<file path="src/rtl/riscv_mmio_pkg.sv">
// Shared MMIO register map and status-word layout for the UART/counter peripheral.
// Offsets are relative to the instance's MMIO base address.
package riscv_mmio_pkg;

    localparam int unsigned XLEN      = 32;
    localparam int unsigned BYTE_W    = 8;

    localparam logic [31:0] OFF_STATUS  = 32'h0000_0000;
    localparam logic [31:0] OFF_RXDATA  = 32'h0000_0004;
    localparam logic [31:0] OFF_TXDATA  = 32'h0000_0008;
    localparam logic [31:0] OFF_CYCLE   = 32'h0000_0010;
    localparam logic [31:0] OFF_INSTRET = 32'h0000_0014;
    localparam logic [31:0] OFF_CNTCLR  = 32'h0000_0018;

    localparam int unsigned STAT_TX_FREE_BIT     = 0;
    localparam int unsigned STAT_RX_NONEMPTY_BIT = 1;

    // Assemble the status word; all other bits read as zero.
    function automatic logic [XLEN-1:0] status_word(input logic rx_nonempty, input logic tx_free);
        logic [XLEN-1:0] s;
        s = '0;
        s[STAT_RX_NONEMPTY_BIT] = rx_nonempty;
        s[STAT_TX_FREE_BIT]     = tx_free;
        return s;
    endfunction

endpackage

</file>
<file path="src/rtl/sync_fifo.sv">
// Single-clock FIFO with show-ahead output: dout shows the head entry whenever !empty.
// Writes when full and reads when empty are ignored.
module sync_fifo #(
    parameter int unsigned WIDTH = 8,
    parameter int unsigned DEPTH = 8
) (
    input  logic             clk,
    input  logic             rst,
    input  logic             wr_en,
    input  logic [WIDTH-1:0] din,
    output logic             full,
    input  logic             rd_en,
    output logic [WIDTH-1:0] dout,
    output logic             empty
);

    localparam int unsigned AW = $clog2(DEPTH);
    localparam int unsigned PW = AW + 1;

    logic [WIDTH-1:0] mem_q [DEPTH];
    logic [PW-1:0]    wptr_q, wptr_d;
    logic [PW-1:0]    rptr_q, rptr_d;
    logic             do_wr;
    logic             do_rd;

    // Extra pointer MSB distinguishes full from empty when the indices match.
    assign empty = (wptr_q == rptr_q);
    assign full  = (wptr_q[AW] != rptr_q[AW]) && (wptr_q[AW-1:0] == rptr_q[AW-1:0]);
    assign do_wr = wr_en && !full;
    assign do_rd = rd_en && !empty;
    assign dout  = mem_q[rptr_q[AW-1:0]];

    always_comb begin
        wptr_d = wptr_q + PW'(do_wr);
        rptr_d = rptr_q + PW'(do_rd);
    end

    always_ff @(posedge clk or posedge rst) begin
        if (rst) begin
            wptr_q <= '0;
            rptr_q <= '0;
        end else begin
            wptr_q <= wptr_d;
            rptr_q <= rptr_d;
        end
    end

    always_ff @(posedge clk) begin
        if (do_wr) begin
            mem_q[wptr_q[AW-1:0]] <= din;
        end
    end

endmodule

</file>
<file path="src/rtl/uart_mmio_ctrl.sv">
// Memory-mapped UART bridge with cycle/instruction counters for a small RISC-V core.
// RX bytes are buffered in a FIFO; TX uses a single holding register.
module uart_mmio_ctrl
    import riscv_mmio_pkg::*;
#(
    parameter int unsigned RX_FIFO_DEPTH = 8,
    parameter logic [31:0] MMIO_BASE     = 32'h8000_0000
) (
    input  logic        clk,
    input  logic        rst,
    input  logic [31:0] addr,
    input  logic        re,
    input  logic        we,
    input  logic [31:0] wdata,
    output logic [31:0] rdata,
    input  logic        inst_retired,
    output logic [7:0]  tx_data,
    output logic        tx_valid,
    input  logic        tx_ready,
    input  logic [7:0]  rx_data,
    input  logic        rx_valid,
    output logic        rx_ready
);

    logic [31:0]       off;
    logic [31:0]       rdata_q, rdata_d;
    logic [31:0]       cyc_q, cyc_d;
    logic [31:0]       inst_q, inst_d;
    logic [BYTE_W-1:0] tx_data_q, tx_data_d;
    logic              tx_valid_q, tx_valid_d;
    logic              fifo_full;
    logic              fifo_empty;
    logic [BYTE_W-1:0] fifo_dout;
    logic              rx_push;
    logic              rx_pop;
    logic              cnt_clr;
    logic              unused_wdata;

    assign off          = addr - MMIO_BASE;
    assign rx_ready     = !fifo_full;
    assign rx_push      = rx_valid && !fifo_full;
    assign rx_pop       = re && (off == OFF_RXDATA) && !fifo_empty;
    assign cnt_clr      = we && (off == OFF_CNTCLR);
    assign unused_wdata = ^wdata[31:BYTE_W];

    sync_fifo #(
        .WIDTH (BYTE_W),
        .DEPTH (RX_FIFO_DEPTH)
    ) u_rx_fifo (
        .clk   (clk),
        .rst   (rst),
        .wr_en (rx_push),
        .din   (rx_data),
        .full  (fifo_full),
        .rd_en (rx_pop),
        .dout  (fifo_dout),
        .empty (fifo_empty)
    );

    // Load data path: result holds until the next load strobe.
    always_comb begin
        rdata_d = rdata_q;
        if (re) begin
            case (off)
                OFF_STATUS:  rdata_d = status_word(!fifo_empty, !tx_valid_q);
                OFF_RXDATA:  rdata_d = fifo_empty ? '0 : {24'b0, fifo_dout};
                OFF_CYCLE:   rdata_d = cyc_q;
                OFF_INSTRET: rdata_d = inst_q;
                default:     rdata_d = '0;
            endcase
        end
    end

    // A store arriving while a byte is pending (even on its handshake cycle) is dropped.
    always_comb begin
        tx_valid_d = tx_valid_q;
        tx_data_d  = tx_data_q;
        if (tx_valid_q) begin
            if (tx_ready) begin
                tx_valid_d = 1'b0;
            end
        end else if (we && (off == OFF_TXDATA)) begin
            tx_valid_d = 1'b1;
            tx_data_d  = wdata[BYTE_W-1:0];
        end
    end

    always_comb begin
        cyc_d  = cnt_clr ? '0 : cyc_q + 32'd1;
        inst_d = cnt_clr ? '0 : inst_q + 32'(inst_retired);
    end

    always_ff @(posedge clk or posedge rst) begin
        if (rst) begin
            rdata_q    <= '0;
            cyc_q      <= '0;
            inst_q     <= '0;
            tx_data_q  <= '0;
            tx_valid_q <= 1'b0;
        end else begin
            rdata_q    <= rdata_d;
            cyc_q      <= cyc_d;
            inst_q     <= inst_d;
            tx_data_q  <= tx_data_d;
            tx_valid_q <= tx_valid_d;
        end
    end

    assign rdata    = rdata_q;
    assign tx_data  = tx_data_q;
    assign tx_valid = tx_valid_q;

endmodule

</file>
<file path="config.mk">
export PLATFORM = sky130hd
export DESIGN_NAME = uart_mmio_ctrl
export DESIGN_NICKNAME = d
export VERILOG_FILES = /design/src/rtl/riscv_mmio_pkg.sv /design/src/rtl/sync_fifo.sv /design/src/rtl/uart_mmio_ctrl.sv
export SDC_FILE = /design/constraint.sdc
export NUM_CORES = 1
export LEC_CHECK = 0
export BUFFER_PORTS_ARGS = -buffer_cell sky130_fd_sc_hd__buf_2
export CAP_MARGIN = 20
export CORE_ASPECT_RATIO = 0.6
export CORE_MARGIN = 1.5
export CORE_UTILIZATION = 40
export DETAILED_ROUTE_END_ITERATION = 8
export PLACE_DENSITY = 0.65
export RECOVER_POWER = 100
export SKIP_CTS_REPAIR_TIMING = 1
export SLEW_MARGIN = 20
export SYNTH_ARGS = -nofsm -noshare
export SYNTH_HDL_FRONTEND = slang
export SYNTH_SLANG_ARGS = --single-unit
</file>
<file path="constraint.sdc">
create_clock -name clk -period 4.4 [get_ports clk]
set_input_delay 0.66 -clock clk [delete_from_list [all_inputs] [get_ports clk]]
set_output_delay 0.66 -clock clk [all_outputs]
set_load 0.05 [all_outputs]
</file>
; Word level (Yosys, flattened, before mapping)
; Memories as Yosys holds them, arrays and structs flattened.
; Index checks and enable logic that the tools add are counted.
[totals]
elab_cells = 44
input_bits = 79
mem_bits_rw = 64
ff_bits = 113
out_inout_bits = 42
n_memories = 1
[memory_table]
columns = name, depth, word_bits, read_ports, rd_ports_with_merged_regs, write_ports, line_no
row1 = u_rx_fifo.mem_q, 8, 8, 1, 0, 1, sync_fifo.sv:20  ; logic [WIDTH-1:0] mem_q [DEPTH];
[classes]
eq_ne = 8
bitwise = 1
n_reduce_logical = 13
mux = 9
addsub = 5
[op_table]
columns = op, count
row1 = case mux 32 bit (4 select lines), 1
row2 = "== test 32 x 5 -> 1 bit, second input constant", 3
row3 = two-way mux 32 bit, 2
row4 = adder 32 x 1 -> 32 bit, 1
row5 = "adder 32 x 1 -> 32 bit, second input constant", 1
row6 = "== test 32 x 3 -> 1 bit, second input constant", 1
row7 = "== test 32 x 4 -> 1 bit, second input constant", 1
row8 = logical NOT 32 bit, 1
row9 = "subtractor 32 bit, second input constant", 1
row10 = adder 4 x 1 -> 4 bit, 2
row11 = logical AND 1 bit, 8
row12 = two-way mux 8 bit, 1
row13 = two-way mux 1 bit, 5
row14 = == test 4 bit, 1
row15 = == test 3 bit, 1
row16 = logical NOT 1 bit, 3
row17 = AND reduction 2 bit, 1
row18 = != test 1 bit, 1
row19 = NOT 1 bit, 1

; Depth between registers and ports, before layout
; Gate-level depths: netlist of the first run.
[logic_depth]
depth_word = 7
ltp_mapped = 8
depth_no_buf = 7

; Modules after synthesis
; A second synthesis of the first run with hierarchy kept.
[hier_totals]
hier_cells = 714
hier_area_um2 = 8440.6
[modules_own_cells]
columns = mod, instances, cells_each, area_each_um2, seq_area_each_um2
row1 = uart_mmio_ctrl, 1, 576, 5491.5, 2627.5
row2 = sync_fifo, 1, 138, 2949.1, 2122.0

; Worst setup path before layout of the first run
; Ideal clock, no wire load.
[synth_timing]
kind = reg-to-reg
from = reg u_rx_fifo.rptr_q[0]
to = mem u_rx_fifo.mem_q[0][0] (enable)
setup_slack_ns = 1.751
period_less_slack_ns = 2.649
t_arrival_ns = 2.266
path_buffers = 1
setup_time_ns = 0.383
stages_incl_launch_ff = 7
required_time_ns = 4.017
path_cell_list = dfrtp_1 -> clkbuf_1 -> xnor2_1 -> nand4_1 -> and2_1 -> nand2b_1 -> nor3_1
[synth_via]
elab_chain_cells = 7
[synth_rtl]
columns = element, line_no
row1 = from (decl), sync_fifo.sv:22  ; logic [PW-1:0] rptr_q, rptr_d;
row2 = from (signal assigned), sync_fifo.sv:44  ; rptr_q <= rptr_d;
row3 = == test 3 bit (*), sync_fifo.sv:28  ; assign full = (wptr_q[AW] != rptr_q[AW]) && (wptr_q[AW-1:0] == rptr_q[AW-1:0]);
row4 = logical AND 1 bit (*), sync_fifo.sv:28
row5 = logical NOT 1 bit (*), -
row6 = via rx_ready, uart_mmio_ctrl.sv:22  ; output logic rx_ready
row7 = logical AND 1 bit, uart_mmio_ctrl.sv:41  ; assign rx_push = rx_valid && !fifo_full;
row8 = logical AND 1 bit (*), sync_fifo.sv:29  ; assign do_wr = wr_en && !full;
row9 = two-way mux 1 bit (*), sync_fifo.sv:49  ; if (do_wr) begin
row10 = two-way mux 1 bit (not written as such) (*), sync_fifo.sv:50  ; mem_q[wptr_q[AW-1:0]] <= din;
row11 = to (decl), sync_fifo.sv:20
; Mark *: on every way through the listed nets, which the timed path passes. The rest lies on a longest branch.

; Worst setup path in the final report of the first run
[layout_timing]
from = reg u_rx_fifo.rptr_q[2]
to = mem u_rx_fifo.mem_q[0][6] (enable)
[layout_via]
elab_chain_cells = 7
[layout_rtl]
columns = element, line_no
row1 = == test 3 bit (*), sync_fifo.sv:28
row2 = logical AND 1 bit (*), sync_fifo.sv:28
row3 = logical NOT 1 bit (*), "sync_fifo.sv:29, uart_mmio_ctrl.sv:41"
row4 = logical AND 1 bit, uart_mmio_ctrl.sv:41
row5 = logical AND 1 bit (*), sync_fifo.sv:29
row6 = two-way mux 1 bit (*), sync_fifo.sv:49
row7 = two-way mux 1 bit (not written as such) (*), sync_fifo.sv:50
; Every way passes the cells marked *; elsewhere a longest branch is shown, timed or not.

==> impl_metrics.ini, run 1 <==
[clock_tree]
root_buffer = clkbuf_16
clk_pin_slew_ns = 0.07
insertion_delay_ns = 0.44
numCtsBuffers = 17
cts_tree = built
clock_path_buffers = 2
cts_sinks = 177
htreeDepth = 4

[grt]
grt_usage_pct = 19.2
grt_max_degree = 76
antenna_found_initial = 0
grt-ovfl-total = 0
grt_pass1_wl_um = 29700
grt_pass1_vias = 5440

[pwr]
p_int_w = 0.00287
comb_power_share_pct = 8.2
ir_drop_uv = 277
leakage_nw = 3.67
netSwitchingFraction_pct = 24.9
sequentialPowerShare_pct = 51.0
p_per_area_nw_per_um2 = 418
p_clk_share_pct = 40.8
p_sw_w = 0.000950

[die]
die_h_um = 112
die_w_um = 184
die_area_um2 = 20600
core_area_um2 = 19100
start_util_pct = 41.2
num_rows = 39
pin_count = 121

[yosys]
synth_top_cells_by_count = dfrtp_1 (113), nor2_1 (87), edfxtp_1 (64), xor2_1 (46), nand3_1 (29)
synth_nets = 706
synth_seq_area_share_pct = 60.3
synth.most_common_cell = dfrtp_1
synthTopCellsByArea = dfrtp_1 (36%), edfxtp_1 (24%), xor2_1 (5.1%), mux4_2 (4.6%), nor2_1 (4.1%)
synth_top_cell_by_area = dfrtp_1
synthDistinctLibCells = 44
yosys_warnings = 0
synthArstFlopShare_pct = 63.8
synthesis.area_um2 = 7870
ys.flop_type = dfrtp_1
synth-edff-count = 64
yosysTopAreaCellShare_pct = 35.9
ys_ff_latch = 177
avgSynthCellArea_um2 = 12.7
netlist_instances = 620

[detailed_routing]
ant_nets = 0
vias = 5405
wl_um = 18500
routedWlPerCell_um = 18.6
drc = 0
first_pass_iters = 5
drt_iter0_markers = 404
via_per_inst = 5.44

[timing]
finClkSkew_ns = 0.00885
tns_ns = 0
slew_headroom_pct = -90.3
setup_viol = 0
fmax_mhz = 308
final-hold-violation-count = 0
grt_setup_unrepaired = no
tightest_slew_ns = 2.85
slew_violations = 94
post-route-period-util_pct = 73.8
timing.final.ws_setup_ns = 1.15
post-route-min-period_ns = 3.25

[layout]
layout-drive-gt1-share_pct = 15.3
multi_input_comb_area_um2 = 2960
fill_cells = 1728
stdcell_count = 993
area_delta_synth_final_pct = 16.1
antennaDiodeCount = 0
regArea_um2 = 4750
nets = 800

[critical_path]
crit_type = reg2reg
critPathMaxFanout = 18
end_kind = flip-flop
cp_data_required_time_ns = 4.44
critical_path_arrival_ns = 3.28
start_kind = flip-flop

[placed_design]
post-dp-hpwl_um = 13200
post-place-ws_ns = 1.27
port_buffers = 96
numPlacedInstances = 961
globalplace.congestion = 0.845

[job]
cap_violations = 4

[outcome]
status = finished, violations left
failed_checks = max-capacitance violations, max-slew violations

[hold_path]
hold_path.class = in2reg
==> cell usage in the layout, fill, tap and decap left out, drive strengths merged, types with 10 or more instances in the layout <==
cell,count
a22oi,25
buf,52
clkbuf,69
dfrtp,113
edfxtp,64
inv,11
mux4,16
nand2,23
nand3,29
nand4,27
nor2,87
nor2b,10
nor3,12
nor4,13
o2bb2ai,24
xnor2,22
xor2,46
==> kinds of logic (layout without fill, tap and decap cells) <==
group           Yosys count  after routing  synth area share (%)
fa+ha+maj                 7              7                  1.11
xor+xnor                 68             68                  7.57
compound gates           67             67                  7.04
flops                   177            177                  60.3
mux                      33             33                  6.87
buf+inv                  35            142                  2.02
simple gates            233            233                  15.1
==> final cells by class <==
| class | count | area share [%] |
|---|---|---|
| clock buffer | 17 | 4.65 |
| clock inverter | 15 | 1.98 |
| inverter | 6 | 0.246 |
| multi-input combinational | 408 | 32.4 |
| sequential | 177 | 52.0 |
| tap | 266 | 3.64 |
| timing repair buffer | 104 | 5.15 |
==> state kept, by name (all words and copies together) (netlist names) <==
register	count
u_rx_fifo.mem_q	64
cyc_q	32
inst_q	32
rdata	32
tx_data	8
u_rx_fifo.rptr_q	4
u_rx_fifo.wptr_q	4
tx_valid	1
==> power groups by stage <==
stage	logic, W	clock network [W]	registers [W]
floorplan	0.000225	0	0.00194
CTS	0.000322	0.00159	0.00195
global route	0.000348	0.00166	0.00196
finish	0.000312	0.00156	0.00195
global placement	0.000309	0	0.00197
detailed placement	0.000320	0	0.00198
==> worst max-delay path: stages, from the launching register on <==
cell and delay (ns):
dfrtp_1 0.91, xnor2_1 0.20, nand4_1 0.20, and2_0 0.24, nand2b_1 0.14, nor3_1 1.15
==> per-stage QoR <==
stage	cell area [um^2]	total power (W)	hold WS (ns)	util, %
floorplan	7870	0.00216	0.464	-
global placement	8630	0.00228	0.475	45.1
detailed placement	8630	0.00230	0.472	45.1
CTS	9240	0.00386	0.403	48.3
global route	9140	0.00397	0.394	47.8
finish	9140	0.00382	0.410	47.8
==> per-layer routing <==
layer / share of wire, % / GRT usage, % / vias to the layer above
li1: - / - / 2491
met1: 49 / 28.7 / 2717
met2: 44 / 27.0 / 174
met3: 5.6 / 5.04 / 23
met4: 1.5 / 6.56 / 0
met5: 0 / 0 / -
==> final timing paths <==
| path | slack, ns | from | cells after the start | end |
|---|---|---|---|---|
| setup / recovery | 1.15 | u_rx_fifo.rptr_q[2]$_DFF_PP0_ | 5 | u_rx_fifo.mem_q[0][6]$_DFFE_PP_ |
| hold / removal | 0.41 | tx_ready | 2 | tx_valid$_DFF_PP0_ |
| max in group asynchronous | 1.54 | rst | 2 | rdata[13]$_DFFE_PP0P_ |
| min in group asynchronous | 1.24 | rst | 2 | tx_data[6]$_DFFE_PP0P_ |
| hold reg to reg | 0.49 | rdata[9]$_DFFE_PP0P_ | 1 | rdata[9]$_DFFE_PP0P_ |
| setup reg to reg | 1.15 | u_rx_fifo.rptr_q[2]$_DFF_PP0_ | 5 | u_rx_fifo.mem_q[0][6]$_DFFE_PP_ |
Power figures use the tool's default switching activity.
==> run 2, diff against run 1 <==
- PLACE_DENSITY: 0.65 -> 0.67
- clock period: 4.4 -> 2.8 ns (I/O delays scaled with it)
==> run 2 against run 1 <==
  * The run now ends clean
  * Final area up 1.3%
  * Total power is 56% higher
  * Clock-buffer cell count increased by 3
  * Sequential power rose by 57%
  * Clock skew up 0.0077 ns
  * Register-to-register slack got worse by 0.66 ns
  * Via count increased by 3.2%
  * Wire length increased by 4.0%
  * Die area did not move
  * Critical endpoint is now inst_q[19]$_DFF_PP0_
==> impl_metrics.ini, run 2 (synthesized netlist as in run 1, its figures left out) <==
[critical_path]
critPathMaxFanout = 28
cp_data_required_time_ns = 3.09
rr_startpoint = u_rx_fifo.wptr_q[2]$_DFF_PP0_
critical_path_arrival_ns = 2.67
path_cells = buf_2, nor4_1, nand4_1, nor2_1, and4b_1, clkbuf_2, nor2_1
path_buf_inv = 2
cp_top_family = simple AND/OR/NAND/NOR gates
crit_start = addr[9]
cp_common_cell = nor2_1
start_kind = input port
end_kind = flip-flop
cp_slowest_cell = clkbuf_2
crit_type = in2reg
critPathMaxStageDelay_ns = 0.58

[pwr]
ir_drop_uv = 317
leakage_nw = 3.72
p_clk_share_pct = 40.1
comb_power_share_pct = 8.6
p_per_area_nw_per_um2 = 645
netSwitchingFraction_pct = 25.8
finalPower_w = 0.00598
p_int_w = 0.00443
p_sw_w = 0.00154
sequentialPowerShare_pct = 51.3

[grt]
grt_usage_pct = 19.8
grt_pass1_vias = 5782
grt_pass1_wl_um = 30800
antenna_found_initial = 0
grt_max_degree = 89
grt-ovfl-total = 0

[die]
num_rows = 39
die_area_um2 = 20600
pin_count = 121
die_w_um = 184
core_area_um2 = 19100
start_util_pct = 41.2
die_h_um = 112

[clock_tree]
cts_sinks = 177
htreeDepth = 4
clk_pin_slew_ns = 0.07
clock_path_buffers = 2
root_buffer = clkbuf_16
numCtsBuffers = 17
insertion_delay_ns = 0.44
cts_tree = built

[placed_design]
port_buffers = 96
placed_cell_area_um2 = 8810
globalplace.congestion = 0.798
numPlacedInstances = 980
post-dp-hpwl_um = 13600

[detailed_routing]
route.met2.wl_um = 8630
drt_iter0_markers = 493
ant_nets = 0
wl_met1_um = 9200
first_pass_iters = 5
via_per_inst = 5.51
routedWlPerCell_um = 19.0
dr_wl_met3_um = 1160
wl_um = 19200
vias = 5579
top_layer = met4
drc = 0

[layout]
finish.instance_area_um2 = 9260
mostFrequentLayoutCell = dfrtp_1
stdcell_count = 1012
antennaDiodeCount = 0
nets = 819
largest_reg_flops = 64
layout-drive-gt1-share_pct = 16.2
final_cell_mix = dfrtp_1 (113), nor2_1 (87), edfxtp_1 (64), clkbuf_1 (61)
area_delta_synth_final_pct = 17.6

[timing]
grt_setup_unrepaired = no
post-route-min-period_ns = 2.39
tns_ns = 0
tightest_slew_ns = 1.25
slew_violations = 0
setup_viol = 0
fmax_mhz = 419
final-hold-violation-count = 0
post-route-period-util_pct = 85.2
slew_headroom_pct = 16.8
whs_ns = 0.167
finClkSkew_ns = 0.0166

[hold_path]
min_from = tx_ready
hold_path.class = in2reg

[outcome]
status = complete, no violations

[job]
cap_violations = 0
[run 2: cell count changes in the layout (fill, tap and decap cells not counted), sizes merged]
cell / before / now
clkinv: 5 / 3
clkbuf: 69 / 85
clkinvlp: 2 / 4
bufinv: 3 / 0
buf: 52 / 58
[run 2: power by group through the flow]
| stage | clock, W | sequential, W | combinational (W) |
|---|---|---|---|
| 6_report | 0.00240 | 0.00306 | 0.000516 |
| 3_3_place_gp | 0 | 0.00309 | 0.000516 |
| 5_1_grt | 0.00255 | 0.00309 | 0.000577 |
| 4_1_cts | 0.00244 | 0.00306 | 0.000556 |
| 2_1_floorplan | 0 | 0.00305 | 0.000353 |
| 3_5_place_dp | 0 | 0.00311 | 0.000551 |
[run 2: final timing paths]
check | end | slack [ns] | depth (start not counted)
worst max-delay path | inst_q[19]$_DFF_PP0_ | 0.41 | 7
worst min-delay path | tx_valid$_DFF_PP0_ | 0.17 | 2
worst max register to register | u_rx_fifo.mem_q[0][7]$_DFFE_PP_ | 0.49 | 6
worst min register to register | rdata[24]$_DFFE_PP0P_ | 0.49 | 1
max in group asynchronous | cyc_q[24]$_DFF_PP0_ | 0.76 | 3
min in group asynchronous | rdata[9]$_DFFE_PP0P_ | 0.19 | 2
[run 2: routing by layer]
metal / up-vias / track usage [%]
li1: 2535 / -
met1: 2822 / 28.5
met2: 202 / 30.1
met3: 20 / 5.04
met4: 0 / 5.25
met5: - / 0
[run 2: layout make-up]
| type | instances | area [um^2] |
|---|---|---|
| timing repair buffer | 123 | 584 |
| clock buffer | 20 | 500 |
| inverter | 6 | 23.8 |
| tap | 266 | 333 |
| clock inverter | 12 | 106 |
| multi-input combinational | 408 | 2960 |
| fill | 1747 | 9870 |
| sequential | 177 | 4750 |
[run 2: stage by stage]
step,utilization [%],setup slack [ns]
after global routing,48.4,0.235
final,48.4,0.413
after global placement,46.1,0.412
after CTS,49.2,0.544
after floorplan,-,0.151
after detailed placement,46.1,0.283
==> run 3, diff against run 2 <==
- RECOVER_POWER: 100 -> not set
==> run 3 against run 2 <==
  * First-iteration DRC count shrank 17%
  * Worst hold slack worse by 0.13 ns
  * Sequential share of layout area decreased by 0.88 points
  * Highest routed layer unchanged
  * Clock-buffer cell count is the same
  * Die area unchanged
  * Clock skew down 0.0067 ns
  * Largest cell class unchanged
  * Global-route usage is the same
  * Maximum frequency up 4.8%
  * Final area rose by 1.7%
  * Combinational power is 5.6% higher
  * Critical path depth unchanged
  * Critical endpoint is now inst_q[30]$_DFF_PP0_
==> impl_metrics.ini, run 3 (synthesized netlist as in run 1, its figures left out) <==
[critical_path]
end_kind = flip-flop
cp_data_required_time_ns = 3.13
reg2reg_depth = 7
crit_type = reg2reg
critPathMaxFanout = 4
start_kind = flip-flop
critical_path_arrival_ns = 2.60

[detailed_routing]
ant_nets = 0
routedWlPerCell_um = 19.0
drt_iter0_markers = 409
wl_um = 19200
vias = 5605
drc = 0
first_pass_iters = 5
via_per_inst = 5.54

[layout]
nets = 819
largest_reg_flops = 64
mostFrequentLayoutCell = dfrtp_1
fill_cells = 1696
final_cell_mix = dfrtp_1 (113), buf_2 (96), nor2_1 (87), edfxtp_1 (64), xor2_1 (46)
layout-drive-gt1-share_pct = 24.8
regArea_um2 = 4750
multi_input_comb_area_um2 = 2970
area_delta_synth_final_pct = 19.7
antennaDiodeCount = 0

[die]
core_area_um2 = 19100
die_h_um = 112
num_rows = 39
pin_count = 121
die_area_um2 = 20600
die_w_um = 184
start_util_pct = 41.2

[grt]
grt_max_degree = 89
grt_pass1_wl_um = 30800
busiest_layer = met2
grtUsageMet1_pct = 28.5
grt_pass1_vias = 5782
grt-ovfl-total = 0
grt_usage_pct = 19.8
antenna_found_initial = 0
globalRouteMet2Util_pct = 30.1
use_met3_pct = 5.04

[timing]
fmax_mhz = 439
slew_violations = 0
tns_ns = 0
grt_setup_unrepaired = no
final-hold-violation-count = 0
setup_viol = 0
timing.final.ws_setup_ns = 0.522
post-route-min-period_ns = 2.28
post-route-period-util_pct = 81.4
tightest_slew_ns = 0.831
slew_headroom_pct = 44.1
finClkSkew_ns = 0.00990

[placed_design]
post-dp-hpwl_um = 13600
post-place-ws_ns = 0.283
globalplace.congestion = 0.798
port_buffers = 96

[pwr]
p_per_area_nw_per_um2 = 637
leakage_nw = 3.99
ir_drop_uv = 321

[clock_tree]
clock_path_buffers = 2
htreeDepth = 4
numCtsBuffers = 17
clk_pin_slew_ns = 0.07
insertion_delay_ns = 0.44
cts_sinks = 177
cts_tree = built
root_buffer = clkbuf_16

[hold_path]
hold_path.class = in2async

[job]
cap_violations = 0

[outcome]
status = complete, no violations
[run 3: per-layer routing]
metal	part of all wire (%)	routed length, um	vias to the layer above
met5	0	0	-
met4	1.3	244	0
met3	5.8	1120	22
met2	45	8690	206
met1	48	9150	2843
li1	-	-	2534
[run 3: worst paths after layout]
check	startpoint	endpoint	slack [ns]
max in group asynchronous	rst	tx_data[3]$_DFFE_PP0P_	1.90
hold / removal	rst	rdata[9]$_DFFE_PP0P_	0.04
min in group clk	tx_ready	tx_valid$_DFF_PP0_	0.17
setup reg to reg	inst_q[0]$_DFF_PP0_	inst_q[30]$_DFF_PP0_	0.52
setup / recovery	inst_q[0]$_DFF_PP0_	inst_q[30]$_DFF_PP0_	0.52
hold reg to reg	rdata[24]$_DFFE_PP0P_	rdata[24]$_DFFE_PP0P_	0.48
[run 3: power breakdown]
| group | internal [W] | leakage [nW] | switching, W | total [W] |
|---|---|---|---|---|
| clock network | 0.00132 | 0.289 | 0.00107 | 0.00240 |
| registers | 0.00291 | 2.11 | 0.000152 | 0.00306 |
| logic | 0.000225 | 1.58 | 0.000319 | 0.000545 |
[run 3: worst max-delay path: stages (launching register included)]
cell and delay, ns:
dfrtp_1 0.42, ha_1 0.23, ha_1 0.21, nand4_1 0.15, or3_1 0.48, nor4_1 0.43, xnor2_1 0.18, nor2_1 0.06
[run 3: final cells by class]
class | instances | area share (%)
Sequential cell | 177 | 50.4
Multi-Input combinational cell | 408 | 31.5
Timing Repair Buffer | 123 | 7.78
Clock buffer | 20 | 5.31
Tap cell | 266 | 3.53
Clock inverter | 12 | 1.13
Inverter | 6 | 0.279
[run 3: metrics by stage]
step,hold WS (ns),utilization [%],area (um^2),power [W],cells
2_1_floorplan,0.464,-,7880,0.00340,620
3_3_place_gp,0.476,46.1,8810,0.00361,980
3_5_place_dp,0.468,46.1,8810,0.00366,980
4_1_cts,0.0532,49.2,9420,0.00605,1012
5_1_grt,0.0685,49.2,9420,0.00624,1012
6_report,0.0360,49.2,9420,0.00600,1012
